### config.mk
export PLATFORM = sky130hd
export DESIGN_NAME = enable_signal_encoder
export DESIGN_NICKNAME = d
export VERILOG_FILES = /design/src/rtl/enable_signal_encoder_pkg.sv /design/src/rtl/enable_pattern_rom.sv /design/src/rtl/enable_signal_encoder.sv
export SDC_FILE = /design/constraint.sdc
export NUM_CORES = 1
export LEC_CHECK = 0
export CORE_ASPECT_RATIO = 1.1
export CORE_MARGIN = 2
export CORE_UTILIZATION = 30
export CTS_CLUSTER_DIAMETER = 50
export DETAILED_ROUTE_END_ITERATION = 6
export GPL_TIMING_DRIVEN = 0
export HOLD_SLACK_MARGIN = 0.15
export SYNTH_ARGS = -nofsm -noshare
export SYNTH_HDL_FRONTEND = slang
export SYNTH_SLANG_ARGS = --single-unit
### constraint.sdc
create_clock -name clk -period 3.05 [get_ports clk]
set_input_delay 0.61 -clock clk [delete_from_list [all_inputs] [get_ports clk]]
set_output_delay 0.61 -clock clk [all_outputs]
set_load 0.05 [all_outputs]
### src/rtl/enable_signal_encoder_pkg.sv
`default_nettype none
// ============================================================================
// Module   : enable_signal_encoder_pkg
// Purpose  : Shared definitions for the enable-pattern encoder and decoder:
//            code/pattern widths, the fixed 16-entry code-to-pattern table
//            and the encoder FSM state type.
// Ports    : none (package)
// Revision : 1.0 - initial release
// ============================================================================
package enable_signal_encoder_pkg;

    localparam int c_code_w    = 4;
    localparam int c_pattern_w = 16;
    localparam int c_entries   = 1 << c_code_w;

    // Entry [k] is the enable pattern driven for code k.
    localparam logic [c_pattern_w-1:0] c_pattern_table [c_entries] = '{
        16'h8000, 16'hC000, 16'h6000, 16'h3000,
        16'h2800, 16'h0C00, 16'h0600, 16'h6300,
        16'h0880, 16'h0240, 16'h00A0, 16'h0990,
        16'h00D8, 16'h600C, 16'h0006, 16'h002D
    };

    typedef enum logic [1:0] {
        ST_IDLE   = 2'd0,
        ST_SEARCH = 2'd1,
        ST_DONE   = 2'd2
    } enc_state_t;

endpackage : enable_signal_encoder_pkg
`default_nettype wire

### src/rtl/enable_pattern_rom.sv
`default_nettype none
// ============================================================================
// Module   : enable_pattern_rom
// Purpose  : Combinational lookup of one entry of the shared pattern table.
// Ports    : index   - in,  4-bit table index
//            pattern - out, 16-bit pattern stored at that index
// Revision : 1.0 - initial release
// ============================================================================
module enable_pattern_rom
    import enable_signal_encoder_pkg::*;
(
    input  logic [3:0]  index,
    output logic [15:0] pattern
);

    assign pattern = c_pattern_table[index];

endmodule : enable_pattern_rom
`default_nettype wire

### src/rtl/enable_signal_encoder.sv
`default_nettype none
// ============================================================================
// Module   : enable_signal_encoder
// Purpose  : Reverse-maps a 16-bit enable pattern to its 4-bit code by
//            walking the shared pattern table one entry per cycle.
//            Valid/ready handshakes on both sides; saturating miss counter.
// Ports    : clk        - in,  clock (rising edge)
//            rst        - in,  asynchronous active-high reset
//            in_valid   - in,  pattern available upstream
//            in_pattern - in,  16-bit pattern to encode
//            in_ready   - out, block is idle and will accept a pattern
//            out_valid  - out, out_code/out_hit are valid
//            out_ready  - in,  downstream accepts the result
//            out_code   - out, matching code (0 on miss)
//            out_hit    - out, 1 = exact match found
//            miss_count - out, saturating count of missed lookups
// Revision : 1.0 - initial release
// ============================================================================
module enable_signal_encoder
    import enable_signal_encoder_pkg::*;
(
    input  logic        clk,
    input  logic        rst,
    input  logic        in_valid,
    input  logic [15:0] in_pattern,
    output logic        in_ready,
    output logic        out_valid,
    input  logic        out_ready,
    output logic [3:0]  out_code,
    output logic        out_hit,
    output logic [7:0]  miss_count
);

    localparam logic [3:0] c_last_index = 4'hF;
    localparam logic [7:0] c_count_max  = 8'hFF;

    enc_state_t  r_state;
    logic [3:0]  r_index;
    logic [15:0] r_pattern;
    logic        r_in_ready;
    logic        r_out_valid;
    logic [3:0]  r_out_code;
    logic        r_out_hit;
    logic [7:0]  r_miss_count;

    logic [15:0] w_rom_pattern;

    enable_pattern_rom u_rom (
        .index   (r_index),
        .pattern (w_rom_pattern)
    );

    always_ff @(posedge clk or posedge rst) begin
        if (rst) begin
            r_state      <= ST_IDLE;
            r_index      <= 4'h0;
            r_pattern    <= 16'h0000;
            r_in_ready   <= 1'b1;
            r_out_valid  <= 1'b0;
            r_out_code   <= 4'h0;
            r_out_hit    <= 1'b0;
            r_miss_count <= 8'h00;
        end else begin
            case (r_state)
                ST_IDLE: begin
                    if (in_valid && r_in_ready) begin
                        r_pattern  <= in_pattern;
                        r_index    <= 4'h0;
                        r_in_ready <= 1'b0;
                        r_state    <= ST_SEARCH;
                    end
                end

                ST_SEARCH: begin
                    // A zero pattern can never match, so finish it as a miss
                    // without walking the table.
                    if ((r_pattern != 16'h0000) && (w_rom_pattern == r_pattern)) begin
                        r_out_code  <= r_index;
                        r_out_hit   <= 1'b1;
                        r_out_valid <= 1'b1;
                        r_state     <= ST_DONE;
                    end else if ((r_pattern == 16'h0000) || (r_index == c_last_index)) begin
                        r_out_code  <= 4'h0;
                        r_out_hit   <= 1'b0;
                        r_out_valid <= 1'b1;
                        r_state     <= ST_DONE;
                        if (r_miss_count != c_count_max) begin
                            r_miss_count <= r_miss_count + 8'd1;
                        end
                    end else begin
                        r_index <= r_index + 4'd1;
                    end
                end

                ST_DONE: begin
                    if (out_ready) begin
                        r_out_valid <= 1'b0;
                        r_in_ready  <= 1'b1;
                        r_index     <= 4'h0;
                        r_state     <= ST_IDLE;
                    end
                end

                default: begin
                    r_state     <= ST_IDLE;
                    r_in_ready  <= 1'b1;
                    r_out_valid <= 1'b0;
                    r_index     <= 4'h0;
                end
            endcase
        end
    end

    assign in_ready   = r_in_ready;
    assign out_valid  = r_out_valid;
    assign out_code   = r_out_code;
    assign out_hit    = r_out_hit;
    assign miss_count = r_miss_count;

endmodule : enable_signal_encoder
`default_nettype wire

# Word level (Yosys, flattened, before mapping)
# Memories as Yosys holds them, arrays and structs flattened.
# Index checks and enable logic that the tools add are counted.
# word_totals
ff_bits	37
romBits	256
input_bits	20
out_inout_bits	15
word_cells	63
memories	1
# memory_table
memory	depth	width	rd	rd_ports_with_merged_regs	wr	line	rtl
(no name shown)	16	16	1	0	0	enable_pattern_rom.sv:16	assign pattern = c_pattern_table[index];
# classes
addsub	2
magnitude_cmp	1
eq_ne	10
mux	23
n_bitwise	4
reduce_logical	14
# ops
cell	n
$mux 16	2
$mux 4	6
$eq 16x16->1	1
$logic_not 16->1	1
$reduce_bool 16->1	1
$pmux 4 s3	1
$reduce_and 3->1	3
$add 8x1->8 const B	1
$mux 2	4
$ne 2x2->1 const B	4
$ne 8x8->1 const B	1
$reduce_and 4->1	2
$mux 1	7
$pmux 1 s3	2
$pmux 2 s3	1
$ge 5x5->1 const B	1
$not 4->5	1
$add 4x1->4 const B	1
$eq 4x4->1 const B	1
$reduce_and 2->1	2
$ne 3x3->1 const B	1
$not 1->1	3
$eq 2x1->1 const B	1
$eq 2x2->1 const B	1
other kinds (4)	5

# Longest topological paths before layout
# Gate-level depths: netlist of the first run.
# logic_depth
depth_word	8
ltp_mapped	11

# Modules after synthesis
# Synthesis of the first run repeated with hierarchy kept, for this count alone.
# hier_totals
hier_cells	186
area_unflattened_um2	2054.5
# by_module_without_submodules
mod	n_inst	cells_each	area_each_um2	seq_area_each_um2
enable_signal_encoder	1	146	1764.2	927.1
enable_pattern_rom	1	40	290.3	0.0

# Worst setup path before layout of the first run
# No wires, ideal clock.
# synth_timing
kind	flip-flop to flip-flop
startpoint	reg r_index[1]
endpoint	reg r_index[0]
setup_ns	0.125
arrival_time_ns	2.479
setup_slack_ns	0.447
stages_incl_launch_ff	11
path_buffers	1
period_less_slack_ns	2.603
cell_sequence	dfrtp_1 > clkbuf_1 > inv_1 > ha_1 > mux2_2 > nand3b_1 > o211ai_1 > nor4_1 > a31oi_4 > and2_4 > mux2_2
# synth_via
elab_chain_len	8
# synth_rtl
item	line	rtl
start: declaration	enable_signal_encoder.sv:38	logic [3:0] r_index;
start signal: assignment	enable_signal_encoder.sv:91	r_index <= r_index + 4'd1;
$not 4->5 (implied by the code)	enable_pattern_rom.sv:16	
$mem_v2 16x16	n/a	
$mux 16 (implied by the code) (2 in series)	enable_pattern_rom.sv:16	
$eq 16x16->1	enable_signal_encoder.sv:77	if ((r_pattern != 16'h0000) && (w_rom_pattern == r_pattern)) begin
$logic_and 1x1->1	enable_signal_encoder.sv:77	
$ne 2x2->1 (no line)	n/a	
$reduce_and 4->1 (no line) *	n/a	
# Every way passes the cells marked *; elsewhere a longest branch is shown, timed or not. The select of a mux whose other input is x is not followed.
# A chain may end at the register's enable or synchronous reset.

# Worst setup path after layout of the first run
# layout_timing
startpoint	reg r_index[0]
endpoint	reg r_index[0]
# layout_via
elab_chain_len	8
# layout_rtl
item	line
$not 4->5 (implied by the code)	enable_pattern_rom.sv:16
$mem_v2 16x16	n/a
$mux 16 (implied by the code) (2 in series)	enable_pattern_rom.sv:16
$eq 16x16->1	enable_signal_encoder.sv:77
$logic_and 1x1->1	enable_signal_encoder.sv:77
$ne 2x2->1 (no line)	n/a
$reduce_and 4->1 (no line)	n/a
# Several ways; a longest one is shown, not always the timed one. The select of a mux whose other input is x is not followed.

==> metrics.txt, run 1 <==
# TYPE chip_impl_metric gauge
chip_impl_info{name="status",value="complete, no violations"} 1
chip_impl_info{name="highest_count_cells_in_the_layout_ignoring_fill_and_taps",value="sky130_fd_sc_hd__dfrtp_1 (36), sky130_fd_sc_hd__clkdlybuf4s50_1 (34), sky130_fd_sc_hd__nand2_1 (18), sky130_fd_sc_hd__mux2_2 (16), sky130_fd_sc_hd__inv_1 (10)"} 1
chip_impl_info{name="post_synth_main_area_contributors",value="sky130_fd_sc_hd__dfrtp_1 (39%), sky130_fd_sc_hd__mux2_2 (7.8%), sky130_fd_sc_hd__ha_1 (4.9%)"} 1
chip_impl_metric{name="peakVddDrop",unit="mV"} 0.387
chip_impl_metric{name="preCtsSetupSlack",unit="ps"} 15.5
chip_impl_metric{name="synth_cell_type_count",unit=""} 53
chip_impl_metric{name="cp_max_fo",unit=""} 10
chip_impl_metric{name="cp_data_arrival_time",unit="ps"} 3120
chip_impl_metric{name="nets",unit=""} 298
chip_impl_metric{name="worst_slew_pin_slew",unit="ps"} 775
chip_impl_metric{name="grt_pass1_vias",unit=""} 1868
chip_impl_metric{name="sequentialPowerShare",unit="%"} 32.6
chip_impl_info{name="yosys_most_used_dff",value="sky130_fd_sc_hd__dfrtp_1"} 1
chip_impl_metric{name="p_leak",unit="nW"} 1.19
chip_impl_metric{name="power.share.switching",unit="%"} 43.7
chip_impl_metric{name="latest_clock_arrival_within_the_worst_skew_pair",unit="ps"} 300
chip_impl_metric{name="cts.clk_slew.worst_paths",unit="ps"} 90
chip_impl_metric{name="route.vias.total",unit=""} 1893
chip_impl_metric{name="powerDensity",unit="nW/µm²"} 871
chip_impl_metric{name="drt_iter0_markers",unit=""} 96
chip_impl_metric{name="synth-warning-count",unit=""} 0
chip_impl_metric{name="crit_required",unit="ps"} 3240
chip_impl_metric{name="fp.coreArea",unit="µm²"} 7430
chip_impl_metric{name="timing.final.crit_share",unit="%"} 96.0
chip_impl_metric{name="yosysSeqAreaShare",unit="%"} 40.3
chip_impl_info{name="synth_top_area_cell",value="sky130_fd_sc_hd__dfrtp_1"} 1
chip_impl_metric{name="placement.cell_area",unit="µm²"} 2750
chip_impl_metric{name="placement_rows",unit=""} 33
chip_impl_metric{name="worst_slew_margin_rel",unit="%"} 48.3
chip_impl_metric{name="asyncSetResetFlopFracSynth",unit="%"} 100
chip_impl_info{name="hold_path.class",value="flop to flop"} 1
chip_impl_metric{name="multiInputGateArea",unit="µm²"} 1290
chip_impl_metric{name="floorplan.initialDensity",unit="%"} 30.9
chip_impl_metric{name="post_synth_edffs",unit=""} 0
chip_impl_metric{name="antenna_violating_nets_post_route",unit=""} 0
chip_impl_metric{name="num-fill-cells",unit=""} 777
chip_impl_metric{name="io_buffers",unit=""} 34
chip_impl_metric{name="post_synth_instance_area",unit="µm²"} 2300
chip_impl_metric{name="antenna_cells",unit=""} 0
chip_impl_metric{name="drv_cap",unit=""} 0
chip_impl_metric{name="detailedPlacementHpwl",unit="mm"} 3.91
chip_impl_metric{name="maximum_clock_frequency",unit="GHz"} 0.341
chip_impl_metric{name="combPwrFrac",unit="%"} 52.4
chip_impl_metric{name="final_cell_area",unit="µm²"} 2870
chip_impl_metric{name="ios",unit=""} 35
chip_impl_info{name="cts.root.buffer_cell",value="sky130_fd_sc_hd__clkbuf_8"} 1
chip_impl_metric{name="drt_drc_violations_left",unit=""} 0
chip_impl_metric{name="cts_htree_levels",unit=""} 2
chip_impl_metric{name="die_h",unit="µm"} 95.8
chip_impl_metric{name="netlist.area_leader.share",unit="%"} 39.2
chip_impl_metric{name="netSwitchingPower",unit="mW"} 1.09
chip_impl_metric{name="wire_per_inst",unit="µm"} 15.0
chip_impl_metric{name="final.setup.tns",unit="ps"} 0
chip_impl_metric{name="syn_nets",unit=""} 257
chip_impl_metric{name="mapped_avg_cell_area",unit="µm²"} 10.1
chip_impl_metric{name="detailedRoute.firstPassIterationCount",unit=""} 4
chip_impl_metric{name="grt_use_total",unit="%"} 13.9
chip_impl_metric{name="tritoncts_num_sinks",unit=""} 37
chip_impl_metric{name="grt_start_max_net_pins",unit=""} 38
chip_impl_info{name="cts_tree",value="yes"} 1
chip_impl_metric{name="route.final.wire_length",unit="mm"} 5.37
chip_impl_metric{name="post_drt_via_cell_ratio",unit=""} 5.30
chip_impl_info{name="timing.critical_path.to_type",value="flop"} 1
chip_impl_metric{name="grt_pass1_wl",unit="mm"} 9.14
chip_impl_metric{name="area.sequential",unit="µm²"} 927
chip_impl_metric{name="post_route_cells_drive_above_1_share",unit="%"} 17.4
chip_impl_info{name="layout.cells.most_common",value="sky130_fd_sc_hd__dfrtp_1"} 1
chip_impl_info{name="timing_worst_setup_path_type",value="flop to flop"} 1
chip_impl_metric{name="cts.path.max_buffers",unit=""} 2
chip_impl_metric{name="globalRouteOverflowTotal",unit=""} 0
chip_impl_metric{name="holdWs",unit="ps"} 504
chip_impl_metric{name="internal-power",unit="mW"} 1.40
chip_impl_metric{name="setup_viol",unit=""} 0
chip_impl_metric{name="power.share.clock",unit="%"} 15.0
chip_impl_metric{name="hold_viol",unit=""} 0
chip_impl_metric{name="post_cts.repair.setup_buffers",unit=""} 0
chip_impl_metric{name="postLayoutSetupSlackWorst",unit="ps"} 121
chip_impl_metric{name="fin_crit",unit="ps"} 2930
chip_impl_metric{name="ys_seq_elements",unit=""} 37
chip_impl_metric{name="final_max_slew_viol_count",unit=""} 0
chip_impl_metric{name="number_of_cells_produced_by_synthesis",unit=""} 228
chip_impl_metric{name="number_of_antenna_violations_at_the_first_check_in_global_routing",unit=""} 0
chip_impl_metric{name="fin_worst_skew",unit="ps"} 10.8
chip_impl_metric{name="area_growth",unit="%"} 24.6
chip_impl_metric{name="chipWidth",unit="µm"} 87.5
chip_impl_metric{name="floorplan.die_area",unit="µm²"} 8380
chip_impl_metric{name="place_congestion",unit=""} 0.923
chip_impl_metric{name="cts_buffers",unit=""} 5
chip_impl_info{name="critPathLaunchType",value="flop"} 1
## synthesized netlist by cell type, drive strengths merged, types with 2 or more instances
| library cell | count |
|---|---|
| a21oi | 9 |
| nand2 | 18 |
| mux2i | 2 |
| and3 | 4 |
| o21ai | 12 |
| nand4 | 4 |
| or2 | 2 |
| clkbuf | 5 |
| xnor2 | 9 |
| xor2 | 3 |
| dfrtp | 36 |
| nand3 | 8 |
| nor4 | 6 |
| nor3b | 4 |
| a22o | 2 |
| nand4bb | 2 |
| a31oi | 3 |
| and2 | 4 |
| a311oi | 2 |
| inv | 12 |
| nor2b | 2 |
| o31ai | 4 |
| mux2 | 19 |
| o211ai | 3 |
| nand3b | 2 |
| nor2 | 9 |
| o22ai | 3 |
| ha | 9 |
| a21o | 6 |
| nor3 | 5 |
| buf | 5 |
| a211oi | 2 |
## stage by stage
step                std cells  power [mW]  util, %
CTS                       357        2.46     38.3
detailed placement        349        2.08     37.0
finish                    357        2.49     38.6
global placement          349        2.06     37.0
global route              357        2.70     38.6
floorplan                 228        1.77        -
## routing by layer
layer  vias up  wire length [µm]  global-route usage [%]
met5         -                 0                       0
met4         0                59                    4.62
met3         8               218                    2.40
met2        57              2570                    23.0
met1       917              2530                    18.5
li1        911                 -                       -
## cell families after synthesis
group                      after synthesis  synth area share [%]
AOI/OAI and AO/OA                       53                  17.1
and+or+nand+nor                         74                  18.4
buffers and inverters                   22                  4.41
xor gates and xnor gates                12                  4.57
muxes                                   21                  10.3
adders and majority gates                9                  4.90
DFF                                     37                  40.3
## power groups by stage
stage	Sequential (mW)	Combinational (mW)	Clock, mW
2_1_floorplan	0.821	0.953	0
3_3_place_gp	0.816	1.25	0
3_5_place_dp	0.821	1.26	0
4_1_cts	0.812	1.26	0.381
5_1_grt	0.845	1.45	0.407
6_report	0.814	1.31	0.374
## path summary, 6_finish.rpt
path,from,end,slack (ps),cells past startpoint
max,r_index[0],r_index[0],120,9
min,miss_count[5],miss_count[5],500,1
max reg2reg,r_index[0],r_index[0],120,9
min reg2reg,miss_count[5],miss_count[5],500,1
max in group asynchronous,rst,r_pattern[1],1790,2
min in group asynchronous,rst,r_index[2],770,2
## critical path, cell delays in order, from the launching register on
cell                       delay [ps]
sky130_fd_sc_hd__dfrtp_1          460
sky130_fd_sc_hd__ha_1             350
sky130_fd_sc_hd__ha_1             270
sky130_fd_sc_hd__or2_2            290
sky130_fd_sc_hd__a211oi_2         260
sky130_fd_sc_hd__o22ai_1          160
sky130_fd_sc_hd__nor4b_4          340
sky130_fd_sc_hd__a31oi_4          200
sky130_fd_sc_hd__and2_4           230
sky130_fd_sc_hd__mux2_2           250
## layout make-up
type                            count  area share [%]
Inverter                           12            1.57
Multi-Input combinational cell    169            45.0
Clock inverter                      2           0.480
Buffer                             10            2.05
Sequential cell                    37            32.4
Timing Repair Buffer               34            11.9
Clock buffer                        6            2.88
Tap cell                           87            3.80
## repair_timing
| action | CTS | global route |
|---|---|---|
| setup endpoints to repair | 0 | 17 |
| resized for setup | 0 | 8 |
| hold buffers | 0 | 0 |
## registers in the layout, summed over array words and instances, names as in the netlist
register	cells
r_pattern	16
miss_count	8
out_code	4
r_index	4
r_state	2
in_ready	1
out_hit	1
out_valid	1
No activity file was read; power rests on OpenSTA's default activity.
==> run 2: changes to the inputs <==
Settings changed: SETUP_SLACK_MARGIN set to 0.4, SLEW_MARGIN set to 10.
==> metrics.txt, run 2 (synthesized netlist as in run 1, its figures left out) <==
# TYPE chip_impl_metric gauge
chip_impl_info{name="status",value="complete, no violations"} 1
chip_impl_metric{name="floorplan.die_area",unit="µm²"} 8380
chip_impl_metric{name="detailedPlacementHpwl",unit="mm"} 3.91
chip_impl_metric{name="antenna_violating_nets_post_route",unit=""} 0
chip_impl_metric{name="fp.coreArea",unit="µm²"} 7430
chip_impl_metric{name="chipWidth",unit="µm"} 87.5
chip_impl_metric{name="number_of_antenna_violations_at_the_first_check_in_global_routing",unit=""} 0
chip_impl_metric{name="final.setup.tns",unit="ps"} 0
chip_impl_metric{name="latest_clock_arrival_within_the_worst_skew_pair",unit="ps"} 300
chip_impl_info{name="layout.cells.most_common",value="sky130_fd_sc_hd__dfrtp_1"} 1
chip_impl_metric{name="p_leak",unit="nW"} 1.27
chip_impl_metric{name="utilization",unit="%"} 42.3
chip_impl_metric{name="route.vias.total",unit=""} 2002
chip_impl_info{name="timing.critical_path.to_type",value="flop"} 1
chip_impl_metric{name="tritoncts_num_sinks",unit=""} 37
chip_impl_metric{name="ios",unit=""} 35
chip_impl_info{name="highest_count_cells_in_the_layout_ignoring_fill_and_taps",value="sky130_fd_sc_hd__dfrtp_1 (35), sky130_fd_sc_hd__clkdlybuf4s50_1 (34), sky130_fd_sc_hd__nand2_1 (17), sky130_fd_sc_hd__mux2_2 (16), sky130_fd_sc_hd__buf_4 (9)"} 1
chip_impl_metric{name="maximum_clock_frequency",unit="GHz"} 0.381
chip_impl_info{name="critPathLaunchType",value="flop"} 1
chip_impl_metric{name="globalRouteOverflowTotal",unit=""} 0
chip_impl_metric{name="peakVddDrop",unit="mV"} 0.391
chip_impl_metric{name="wire_per_inst",unit="µm"} 16.2
chip_impl_info{name="hold_path.class",value="flop to flop"} 1
chip_impl_metric{name="place_congestion",unit=""} 0.923
chip_impl_metric{name="largest_reg_flops",unit=""} 16
chip_impl_metric{name="cts.path.max_buffers",unit=""} 2
chip_impl_metric{name="hold_viol",unit=""} 0
chip_impl_info{name="largest_register",value="r_pattern"} 1
chip_impl_info{name="cts.root.buffer_cell",value="sky130_fd_sc_hd__clkbuf_8"} 1
chip_impl_metric{name="drt_drc_violations_left",unit=""} 0
chip_impl_metric{name="grt_use_total",unit="%"} 14.6
chip_impl_metric{name="dp_cells",unit=""} 349
chip_impl_metric{name="r2r_slack",unit="ps"} 430
chip_impl_info{name="worst_path_max_delay_cell",value="sky130_fd_sc_hd__dfrtp_1"} 1
chip_impl_metric{name="post_route_cells_drive_above_1_share",unit="%"} 28.8
chip_impl_metric{name="powerDensity",unit="nW/µm²"} 907
chip_impl_metric{name="worst_slew_margin_rel",unit="%"} 47.8
chip_impl_metric{name="totalPowerFinal",unit="mW"} 2.85
chip_impl_metric{name="post_layout_nonfiller_instances",unit=""} 368
chip_impl_metric{name="timing.final.crit_share",unit="%"} 86.0
chip_impl_metric{name="placement_rows",unit=""} 33
chip_impl_metric{name="cts_buffers",unit=""} 5
chip_impl_metric{name="floorplan.initialDensity",unit="%"} 30.9
chip_impl_metric{name="grt_start_max_net_pins",unit=""} 38
chip_impl_metric{name="grt_pass1_wl",unit="mm"} 9.58
chip_impl_metric{name="cp_data_arrival_time",unit="ps"} 2810
chip_impl_info{name="unrepaired_setup_endpoints_after_global_routing",value="true"} 1
chip_impl_metric{name="final_max_slew_viol_count",unit=""} 0
chip_impl_metric{name="num-fill-cells",unit=""} 728
chip_impl_metric{name="area_growth",unit="%"} 36.6
chip_impl_metric{name="drv_cap",unit=""} 0
chip_impl_info{name="cts_tree",value="yes"} 1
chip_impl_metric{name="antenna_cells",unit=""} 0
chip_impl_metric{name="io_buffers",unit=""} 34
chip_impl_metric{name="setup_viol",unit=""} 0
chip_impl_metric{name="crit_required",unit="ps"} 3240
chip_impl_info{name="timing_worst_setup_path_type",value="flop to flop"} 1
chip_impl_info{name="critical_path_cell_by_cell",value="buf_4, inv_2, ha_4, nand4bb_1, a21oi_2, o22ai_1, nor4_2, nand4_1, buf_6, nand2_4, mux2_4"} 1
chip_impl_metric{name="detailedRoute.firstPassIterationCount",unit=""} 4
chip_impl_metric{name="die_h",unit="µm"} 95.8
chip_impl_metric{name="holdWs",unit="ps"} 496
chip_impl_metric{name="cts_htree_levels",unit=""} 2
chip_impl_metric{name="cp_max_fo",unit=""} 7
chip_impl_metric{name="route.final.wire_length",unit="mm"} 5.97
chip_impl_metric{name="cts.clk_slew.worst_paths",unit="ps"} 80
chip_impl_metric{name="nets",unit=""} 309
chip_impl_metric{name="max_stage_delay",unit="ps"} 410
chip_impl_metric{name="fin_crit",unit="ps"} 2620
chip_impl_metric{name="worst_slew_pin_slew",unit="ps"} 782
chip_impl_metric{name="drt_iter0_markers",unit=""} 116
chip_impl_metric{name="grt_pass1_vias",unit=""} 1945
chip_impl_metric{name="fin_worst_skew",unit="ps"} 10.5
chip_impl_metric{name="post_drt_via_cell_ratio",unit=""} 5.44
run 2: final cells by class:
class | instances | area (µm²) | area share, %
clock inverters | 2 | 13.8 | 0.438
flip-flops and latches | 37 | 928 | 29.6
clock buffers | 6 | 82.6 | 2.63
well taps | 87 | 109 | 3.47
multi-input cells | 169 | 1460 | 46.4
inverters | 12 | 47.5 | 1.51
plain buffers | 10 | 71.3 | 2.27
repair buffers | 45 | 430 | 13.7
run 2: what timing repair did:
action | CTS | global route
setup buffers | 5 | 5
gates cloned | 1 | 0
gates resized for setup | 13 | 35
pin swaps | 6 | 12
endpoints found under the setup margin | 20 | 18
hold buffers | 0 | 0
run 2: final timing paths:
kind	end	depth (start not counted)	startpoint
setup / recovery	miss_count[1]	11	r_index[1]
hold / removal	miss_count[5]	1	miss_count[5]
setup reg to reg	miss_count[1]	11	r_index[1]
hold reg to reg	miss_count[5]	1	miss_count[5]
max in group asynchronous	r_index[0]	2	rst
min in group asynchronous	r_index[2]	2	rst
run 2: critical path, delay by kind of cell (launching register included):
kind	cells	cell delay [ps]
fa+ha+maj	1	320
mux	1	300
compound gates	2	350
simple gates	4	660
flops	1	410
buf+inv	3	470
run 2: layer usage:
| metal | share of wire, % | GRT usage [%] | up-vias |
|---|---|---|---|
| met1 | 44 | 19.0 | 984 |
| li1 | - | - | 936 |
| met3 | 4.9 | 2.57 | 15 |
| met2 | 49 | 24.6 | 67 |
| met4 | 2.4 | 4.74 | 0 |
| met5 | 0 | 0 | - |
run 2: report_power, final:
group / internal (mW) / total, mW / leakage [nW] / switching (mW)
Clock: 0.183 / 0.377 / 0.0512 / 0.194
Sequential: 0.640 / 0.834 / 0.461 / 0.194
Combinational: 0.757 / 1.64 / 0.760 / 0.881
Total: 1.58 / 2.85 / 1.27 / 1.27
run 2: per-stage QoR:
| stage | setup WS (ps) | cell area (µm²) |
|---|---|---|
| 2_1_floorplan | 447 | 2300 |
| 3_3_place_gp | -21.6 | 2750 |
| 3_5_place_dp | 15.5 | 2750 |
| 4_1_cts | 393 | 2930 |
| 5_1_grt | 327 | 3140 |
| 6_report | 428 | 3140 |
